--- config.mk ---
export PLATFORM = sky130hd
export DESIGN_NAME = comm_master
export DESIGN_NICKNAME = d
export VERILOG_FILES = /design/src/rtl/comm_pkg.sv /design/src/rtl/uart_trx.sv /design/src/rtl/comm_master.sv
export SDC_FILE = /design/constraint.sdc
export NUM_CORES = 1
export LEC_CHECK = 0
export ABC_AREA = 1
export ABC_CLOCK_PERIOD_IN_PS = 4800
export CAP_MARGIN = 20
export CORE_ASPECT_RATIO = 1.25
export CORE_MARGIN = 10
export CORE_UTILIZATION = 50
export DETAILED_ROUTE_END_ITERATION = 10
export GPL_ROUTABILITY_DRIVEN = 0
export PLACE_DENSITY = 0.72
export SYNTH_ARGS = -nofsm -noshare
export SYNTH_HDL_FRONTEND = slang
export SYNTH_SLANG_ARGS = --single-unit
export TNS_END_PERCENT = 20
--- constraint.sdc ---
create_clock -name clk -period 4.8 [get_ports clk]
set_input_delay 0.96 -clock clk [delete_from_list [all_inputs] [get_ports clk]]
set_output_delay 0.96 -clock clk [all_outputs]
set_load 0.02 [all_outputs]
--- src/rtl/comm_pkg.sv ---
// Shared types and constants for the quadcopter command master.
package comm_pkg;

  typedef enum logic [1:0] {
    IDLE    = 2'd0,
    CMD     = 2'd1,
    DATA_HI = 2'd2,
    DATA_LO = 2'd3
  } frm_state_e;

  localparam int         DEF_BAUD_DIV = 2604;
  localparam logic [7:0] TIMEOUT_RESP = 8'hEE;

endpackage

--- src/rtl/uart_trx.sv ---
// 8N1 UART transmitter/receiver pair; tx byte spans 10*BAUD_DIV clocks, rx_rdy pulses at mid-stop.
// trmt is ignored while a byte is in flight; the receiver never stalls.
module uart_trx
  import comm_pkg::*;
#(
  parameter int BAUD_DIV = DEF_BAUD_DIV
) (
  input  logic       clk,
  input  logic       rst_n,
  input  logic       trmt,
  input  logic [7:0] tx_data,
  output logic       TX,
  output logic       tx_done,
  input  logic       RX,
  output logic       rx_rdy,
  output logic [7:0] rx_data
);

  localparam int            CW        = $clog2(BAUD_DIV);
  localparam logic [CW-1:0] BAUD_LAST = CW'(BAUD_DIV - 1);
  localparam logic [CW-1:0] HALF_LAST = CW'(BAUD_DIV / 2 - 1);

  logic          tx_busy_q;
  logic [9:0]    tx_shift_q;
  logic [CW-1:0] tx_baud_q;
  logic [3:0]    tx_bit_q;
  logic          tx_bit_end;

  assign tx_bit_end = tx_busy_q && (tx_baud_q == BAUD_LAST);
  assign tx_done    = tx_bit_end && (tx_bit_q == 4'd9);
  assign TX         = tx_shift_q[0];

  // Shifting in ones leaves the line high once the stop bit has gone out.
  always_ff @(posedge clk or negedge rst_n) begin
    if (!rst_n) begin
      tx_busy_q  <= 1'b0;
      tx_shift_q <= '1;
      tx_baud_q  <= '0;
      tx_bit_q   <= '0;
    end else if (!tx_busy_q) begin
      if (trmt) begin
        tx_busy_q  <= 1'b1;
        tx_shift_q <= {1'b1, tx_data, 1'b0};
        tx_baud_q  <= '0;
        tx_bit_q   <= '0;
      end
    end else if (tx_bit_end) begin
      tx_baud_q  <= '0;
      tx_shift_q <= {1'b1, tx_shift_q[9:1]};
      tx_bit_q   <= tx_bit_q + 4'd1;
      if (tx_done) tx_busy_q <= 1'b0;
    end else begin
      tx_baud_q <= tx_baud_q + 1'b1;
    end
  end

  logic          rx_s1_q, rx_s2_q, rx_s3_q;
  logic          rx_busy_q;
  logic [CW-1:0] rx_baud_q;
  logic [3:0]    rx_bit_q;
  logic [7:0]    rx_shift_q;
  logic          rx_rdy_q;
  logic [7:0]    rx_data_q;

  assign rx_rdy  = rx_rdy_q;
  assign rx_data = rx_data_q;

  // rx_bit_q 0 is the start-bit qualification phase, 1..8 data, 9 stop.
  always_ff @(posedge clk or negedge rst_n) begin
    if (!rst_n) begin
      rx_s1_q    <= 1'b1;
      rx_s2_q    <= 1'b1;
      rx_s3_q    <= 1'b1;
      rx_busy_q  <= 1'b0;
      rx_baud_q  <= '0;
      rx_bit_q   <= '0;
      rx_shift_q <= '0;
      rx_rdy_q   <= 1'b0;
      rx_data_q  <= '0;
    end else begin
      rx_s1_q  <= RX;
      rx_s2_q  <= rx_s1_q;
      rx_s3_q  <= rx_s2_q;
      rx_rdy_q <= 1'b0;
      if (!rx_busy_q) begin
        if (rx_s3_q && !rx_s2_q) begin
          rx_busy_q <= 1'b1;
          rx_baud_q <= '0;
          rx_bit_q  <= '0;
        end
      end else if (rx_bit_q == 4'd0) begin
        if (rx_baud_q == HALF_LAST) begin
          rx_baud_q <= '0;
          if (rx_s2_q) rx_busy_q <= 1'b0;
          else         rx_bit_q  <= 4'd1;
        end else begin
          rx_baud_q <= rx_baud_q + 1'b1;
        end
      end else if (rx_baud_q == BAUD_LAST) begin
        rx_baud_q <= '0;
        if (rx_bit_q == 4'd9) begin
          rx_busy_q <= 1'b0;
          rx_rdy_q  <= 1'b1;
          rx_data_q <= rx_shift_q;
        end else begin
          rx_shift_q <= {rx_s2_q, rx_shift_q[7:1]};
          rx_bit_q   <= rx_bit_q + 4'd1;
        end
      end else begin
        rx_baud_q <= rx_baud_q + 1'b1;
      end
    end
  end

endmodule

--- src/rtl/comm_master.sv ---
// UART command master: sends cmd,data_hi,data_lo; frm_snt 30*BAUD_DIV+3 clocks after snd_cmd, snd_cmd ignored while busy.
// Optional response timeout under COMM_MASTER_TIMEOUT_EN.
module comm_master
  import comm_pkg::*;
#(
  parameter int BAUD_DIV     = DEF_BAUD_DIV,
  parameter int RESP_TIMEOUT = 2_000_000
) (
  input  logic        clk,
  input  logic        rst_n,
  input  logic        RX,
  output logic        TX,
  input  logic [7:0]  cmd,
  input  logic [15:0] data,
  input  logic        snd_cmd,
  output logic        frm_snt,
  output logic        resp_rdy,
  output logic [7:0]  resp
);

  if (BAUD_DIV < 4 || RESP_TIMEOUT < 1) begin : g_param_check
    $error("comm_master: BAUD_DIV must be >= 4 and RESP_TIMEOUT >= 1");
  end

  frm_state_e  state_q;
  logic [15:0] data_q;
  logic [7:0]  tx_byte_q;
  logic        trmt_q;
  logic        frm_snt_q;
  logic        resp_rdy_q;
  logic [7:0]  resp_q;

  logic        tx_done, rx_rdy, tmo_fire, accept, frm_set;
  logic [7:0]  rx_data;

  assign accept   = (state_q == IDLE) && snd_cmd;
  assign frm_set  = (state_q == DATA_LO) && tx_done;
  assign frm_snt  = frm_snt_q;
  assign resp_rdy = resp_rdy_q;
  assign resp     = resp_q;

  uart_trx #(.BAUD_DIV(BAUD_DIV)) u_trx (
    .clk    (clk),
    .rst_n  (rst_n),
    .trmt   (trmt_q),
    .tx_data(tx_byte_q),
    .TX     (TX),
    .tx_done(tx_done),
    .RX     (RX),
    .rx_rdy (rx_rdy),
    .rx_data(rx_data)
  );

  // Next byte is queued on the same edge the previous stop bit ends, leaving one idle clock.
  always_ff @(posedge clk or negedge rst_n) begin
    if (!rst_n) begin
      state_q   <= IDLE;
      data_q    <= '0;
      tx_byte_q <= '0;
      trmt_q    <= 1'b0;
      frm_snt_q <= 1'b0;
    end else begin
      trmt_q <= 1'b0;
      case (state_q)
        IDLE: if (snd_cmd) begin
          state_q   <= CMD;
          tx_byte_q <= cmd;
          data_q    <= data;
          trmt_q    <= 1'b1;
          frm_snt_q <= 1'b0;
        end
        CMD: if (tx_done) begin
          state_q   <= DATA_HI;
          tx_byte_q <= data_q[15:8];
          trmt_q    <= 1'b1;
        end
        DATA_HI: if (tx_done) begin
          state_q   <= DATA_LO;
          tx_byte_q <= data_q[7:0];
          trmt_q    <= 1'b1;
        end
        DATA_LO: if (tx_done) begin
          state_q   <= IDLE;
          frm_snt_q <= 1'b1;
        end
        default: state_q <= IDLE;
      endcase
    end
  end

`ifdef COMM_MASTER_TIMEOUT_EN
  localparam int TW = $clog2(RESP_TIMEOUT + 1);

  logic          tmo_run_q;
  logic [TW-1:0] tmo_cnt_q;

  assign tmo_fire = tmo_run_q && (tmo_cnt_q == TW'(RESP_TIMEOUT - 1)) && !rx_rdy;

  always_ff @(posedge clk or negedge rst_n) begin
    if (!rst_n) begin
      tmo_run_q <= 1'b0;
      tmo_cnt_q <= '0;
    end else if (accept || rx_rdy || tmo_fire) begin
      tmo_run_q <= 1'b0;
      tmo_cnt_q <= '0;
    end else if (frm_set) begin
      tmo_run_q <= 1'b1;
      tmo_cnt_q <= '0;
    end else if (tmo_run_q) begin
      tmo_cnt_q <= tmo_cnt_q + 1'b1;
    end
  end
`else
  assign tmo_fire = 1'b0;
`endif

  logic       resp_rdy_d;
  logic [7:0] resp_d;

  // A response landing in the same cycle as a new command keeps resp_rdy set.
  always_comb begin
    resp_rdy_d = resp_rdy_q;
    resp_d     = resp_q;
    if (accept)        resp_rdy_d = 1'b0;
    if (rx_rdy) begin
      resp_rdy_d = 1'b1;
      resp_d     = rx_data;
    end else if (tmo_fire) begin
      resp_rdy_d = 1'b1;
      resp_d     = TIMEOUT_RESP;
    end
  end

  always_ff @(posedge clk or negedge rst_n) begin
    if (!rst_n) begin
      resp_rdy_q <= 1'b0;
      resp_q     <= '0;
    end else begin
      resp_rdy_q <= resp_rdy_d;
      resp_q     <= resp_d;
    end
  end

endmodule

==> Yosys cells after proc, flatten, opt, wreduce, memory -nomap -nowiden <==
Cells that the tools add are included.
{ "op_classes": {"addsub": 4, "n_eq_ne": 17, "reduce_logical": 21, "muxes": 53, "bitwise_logic": 2} }
{ "ops": {"columns": ["cell", "count"], "rows": [
  ["$mux W12", 8],
  ["$mux W4", 10],
  ["$mux W10", 3],
  ["$add A12 B1 Y12 const B", 2],
  ["$eq A12 B12 Y1 const B", 2],
  ["$mux W8", 3],
  ["$pmux W8 S3", 1],
  ["$mux W1", 21],
  ["$reduce_and A4 Y1", 4],
  ["$eq A12 B11 Y1 const B", 1],
  ["$ne A3 B3 Y1 const B", 4],
  ["$ne A2 B2 Y1 const B", 5],
  ["$add A4 B1 Y4 const B", 2],
  ["$eq A4 B4 Y1 const B", 2],
  ["$mux W2", 4],
  ["$pmux W2 S4", 1],
  ["$reduce_bool A2 Y1", 4],
  ["$reduce_and A5 Y1", 1],
  ["$eq A2 B2 Y1 const B", 2],
  ["$logic_and A1 B1 Y1", 4],
  ["$logic_not A4 Y1", 1],
  ["$pmux W1 S2", 2],
  ["$reduce_and A2 Y1", 2],
  ["$reduce_and A3 Y1", 1],
  ["6 further kinds", 7]
]} }
{ "totals": {"inputBits": 28, "word_cells": 117, "output_inout_bits": 11, "reg_bits": 101} }

==> Logic depth before layout (Yosys ltp) <==
{ "depth": {"depth_word": 6, "depth_mapped": 12, "depth_no_buf": 12} }

==> Cells and area by module <==
From an unflattened synthesis, not the netlist that was laid out.
{ "unflattened": {"cells_unflattened": 655, "hier_area_um2": 5222.5} }
{ "by_module_without_submodules": {"columns": ["mod", "cells_per_inst", "seq_area_each_um2", "area_per_inst_um2", "n_inst"], "rows": [
  ["uart_trx", 429, 1591.5, 3413.3, 1],
  ["comm_master", 226, 925.9, 1809.2, 1]
]} }

==> Worst setup path after synthesis <==
No wires, ideal clock.
{ "synth_path": {"path_type": "input -> register", "startpoint": "in snd_cmd", "endpoint": "reg data_q[10]", "n_path_buf": 1, "cell_stages": 5, "path_slack_ps": 3030, "t_required_ps": 4683, "t_arrival_ps": 1653, "setup_ps": 117, "cell_sequence": "nand2_1 -> clkinv_1 -> clkbuf_1 -> nand2_1 -> nand2_1"} }
{ "synth_between": {"elab_chain_cells": 1} }
{ "synth_lines": {"columns": ["item", "line_no", "rtl"], "rows": [
  ["start: declaration", "comm_master.sv:15", "input logic snd_cmd,"],
  ["$reduce_and A2 Y1 (no source line)", null, null],
  ["end signal: assignment", "comm_master.sv:68", "data_q <= data;"],
  ["end: declaration", "comm_master.sv:26", "logic [15:0] data_q;"]
]} }
Every way passes these cells.
A chain may end at the register's enable or synchronous reset.

==> Worst setup path after layout <==
{ "layout_path": {"startpoint": "in snd_cmd", "endpoint": "reg data_q[7]"} }
Same word-level chain as after synthesis.

==> impl_metrics.json <==
{
  "run_status": "completed",
  "rsz0062_at_grt": "false",
  "ioPinCount": 39,
  "cts_tree": "yes",
  "worstPathRequired_ps": 5040,
  "antennaDiodeCount": 0,
  "tns_ps": 0,
  "synth_edf_count": 0,
  "post-route-period-util_pct": 51.9,
  "finalSetupViolations": 0,
  "hpwl_microns": 7400,
  "synthesis.area_sq_um": 5000,
  "cts.clk_slew.worst_paths_ps": 60,
  "place_area_sq_um": 5470,
  "syn_avg_cell_area_sq_um": 8.47,
  "io_buffers": 38,
  "drc": 0,
  "h-tree-depth": 3,
  "power_mw": 2.54,
  "syn_nets": 632,
  "syn_inst": 590,
  "vdd_drop_max_uv": 212,
  "grt_util_met1_pct": 17.6,
  "core.rowCount": 40,
  "numCtsBuffers": 9,
  "cts.path.max_buffers": 2,
  "initial_utilization_pct": 51.5,
  "num_vias": 3886,
  "p_per_area_nw_per_um2": 442,
  "routed_wl_microns": 10200,
  "viasPerCell": 5.12,
  "drt_iter0_drc": 216,
  "grt_pass1_wl_microns": 17900,
  "drive_gt1_share_pct": 12.6,
  "grt_antenna_before_repair": 0,
  "grt_use_met2_pct": 25.3,
  "dieArea_sq_um": 14400,
  "fmax_mhz": 402,
  "slew_headroom_pct": 46.9,
  "ys_top_cells_by_count": "nand2_1 (205), dfrtp_1 (88), inv_1 (51)",
  "die_w_microns": 109,
  "cts_setup_buffers": 0,
  "synth_top_area_cell": "dfrtp_1",
  "synth-main-ff-cell": "dfrtp_1",
  "drv_slew": 0,
  "grt_max_degree": 64,
  "dr.pass1.iters": 4,
  "yosysWarnings": 0,
  "synth_area_leaders": "dfrtp_1 (44%), nand2_1 (15%), dfstp_2 (6.3%)",
  "postCtsResizedCells": 0,
  "end_kind": "register",
  "core_area_sq_um": 9710,
  "grt_pass1_vias": 3938,
  "yosys.area.top_type_share_pct": 44.1,
  "fin_worst_skew_ps": 11.8,
  "final_antenna_net_count": 0,
  "cp_max_fo": 18,
  "cp.arrival_ps": 2730,
  "cts-root-buf": "clkbuf_16",
  "busiest_layer": "met2",
  "track_usage_pct": 15.0,
  "rr_worst_depth": 5,
  "postCtsHoldBufs": 0,
  "worstMarginPinSlew_ps": 797,
  "synth_cell_types": 38,
  "ys_async_sr_fraction_pct": 100,
  "cap_viol_max_count": 0,
  "area.growth.synth_to_final_pct": 15.1,
  "n_fill_cell": 841,
  "min_period_ps": 2490,
  "hold_path.class": "reg2reg",
  "ys_ff_latch": 100,
  "multi_input_area_sq_um": 2170,
  "hold_ws_ps": 357,
  "crit_type": "in2reg",
  "hold_viol": 0,
  "wl_per_cell_microns": 13.4,
  "die-height_microns": 132,
  "fin_nets": 670,
  "final-seq-area_sq_um": 2520,
  "p_leak_nw": 2.81,
  "cts_sinks": 100,
  "globalRoute.totalOverflow": 0,
  "critPathLaunchType": "primary input",
  "synth_most_common_cell": "nand2_1",
  "design_area_sq_um": 5750,
  "ys_seq_area_share_pct": 50.4,
  "use_met3_pct": 4.16,
  "postLayoutCoreUtil_pct": 59.2,
  "clk_latency_ps": 340,
  "hold_depth": 0
}
-- worst max-delay path: stages --
cell and delay [ps]:
clkdlybuf4s50_1 450, nand2_1 430, clkinv_1 550, o21ai_0 320
-- kinds of logic after synthesis --
logic type | Yosys count | share of synthesized area [%]
AND/OR/NAND/NOR | 312 | 26.7
flip-flops | 100 | 50.4
buffers and inverters | 74 | 6.24
AO/OA/AOI/OAI | 70 | 9.47
adder cells (fa/ha/maj) | 14 | 3.51
XOR/XNOR | 12 | 2.10
multiplexers | 8 | 1.60
-- layout by cell type, fill, tap and decap left out, types with 2 or more instances in the layout --
master	count
a21oi_1	9
a22o_1	7
buf_4	2
clkbuf_16	9
clkdlybuf4s50_1	37
clkinv_1	2
clkinv_4	2
dfrtp_1	88
dfstp_2	12
ha_1	14
inv_1	51
inv_2	8
inv_6	2
inv_8	2
mux2i_1	8
nand2_1	205
nand2_2	10
nand3_1	31
nand4_1	4
nor2_1	33
nor2_2	3
nor2_4	3
nor3_1	12
o21ai_0	22
o21ai_2	14
o22ai_1	13
or2_2	7
xnor2_1	2
xor2_1	10
-- flip-flops by register name, summed over array words and instances, names as in the netlist --
register and cells:
u_trx.rx_baud_q 12, u_trx.tx_shift_q 9, u_trx.rx_s3_q 1, u_trx.rx_s1_q 1
tx_byte_q 8, u_trx.tx_bit_q 4, u_trx.rx_data 8, resp_rdy 1
u_trx.rx_rdy 1, u_trx.rx_bit_q 4, state_q 2, u_trx.rx_busy_q 1
data_q 16, u_trx.tx_busy_q 1, resp 8, u_trx.tx_baud_q 12
u_trx.rx_shift_q 8, frm_snt 1, trmt_q 1, u_trx.rx_s2_q 1
-- metal layers --
layer	routed length [microns]	share of wire (%)
met4	204	2.0
met2	5190	51
met1	4300	42
met3	490	4.8
met5	0	0
-- final cells by class --
type	instances	share of cell area [%]
repair buffers	39	6.70
inverters	62	4.13
multi-input cells	416	37.7
clock buffers	10	3.98
clock inverters	6	0.979
well taps	126	2.74
flip-flops and latches	100	43.8
-- final timing paths --
check	slack [ps]	start	end
setup reg to reg	2640	state_q[0]$_DFFE_PN0P_	data_q[7]$_DFFE_PN0P_
max in group asynchronous	3080	rst_n	u_trx.rx_s2_q$_DFF_PN1_
hold reg to reg	360	u_trx.rx_s1_q$_DFF_PN1_	u_trx.rx_s2_q$_DFF_PN1_
hold / removal	360	u_trx.rx_s1_q$_DFF_PN1_	u_trx.rx_s2_q$_DFF_PN1_
setup / recovery	2310	snd_cmd	data_q[7]$_DFFE_PN0P_
min in group asynchronous	720	rst_n	u_trx.tx_baud_q[5]$_DFFE_PN0P_
-- report_power, final --
part           internal [mW]  total, mW  switching (mW)
Sequential             0.988       1.09           0.103
Clock                  0.363      0.685           0.323
Combinational          0.299      0.764           0.465
Total                   1.65       2.54           0.890
-- metrics by stage --
stage                     instances  setup WS (ps)
final                           759           2310
after global routing            759           2120
after CTS                       759           2270
after detailed placement        743           1940
after global placement          743           2040
after floorplan                 590           3030
Power figures use the tool's default switching activity.
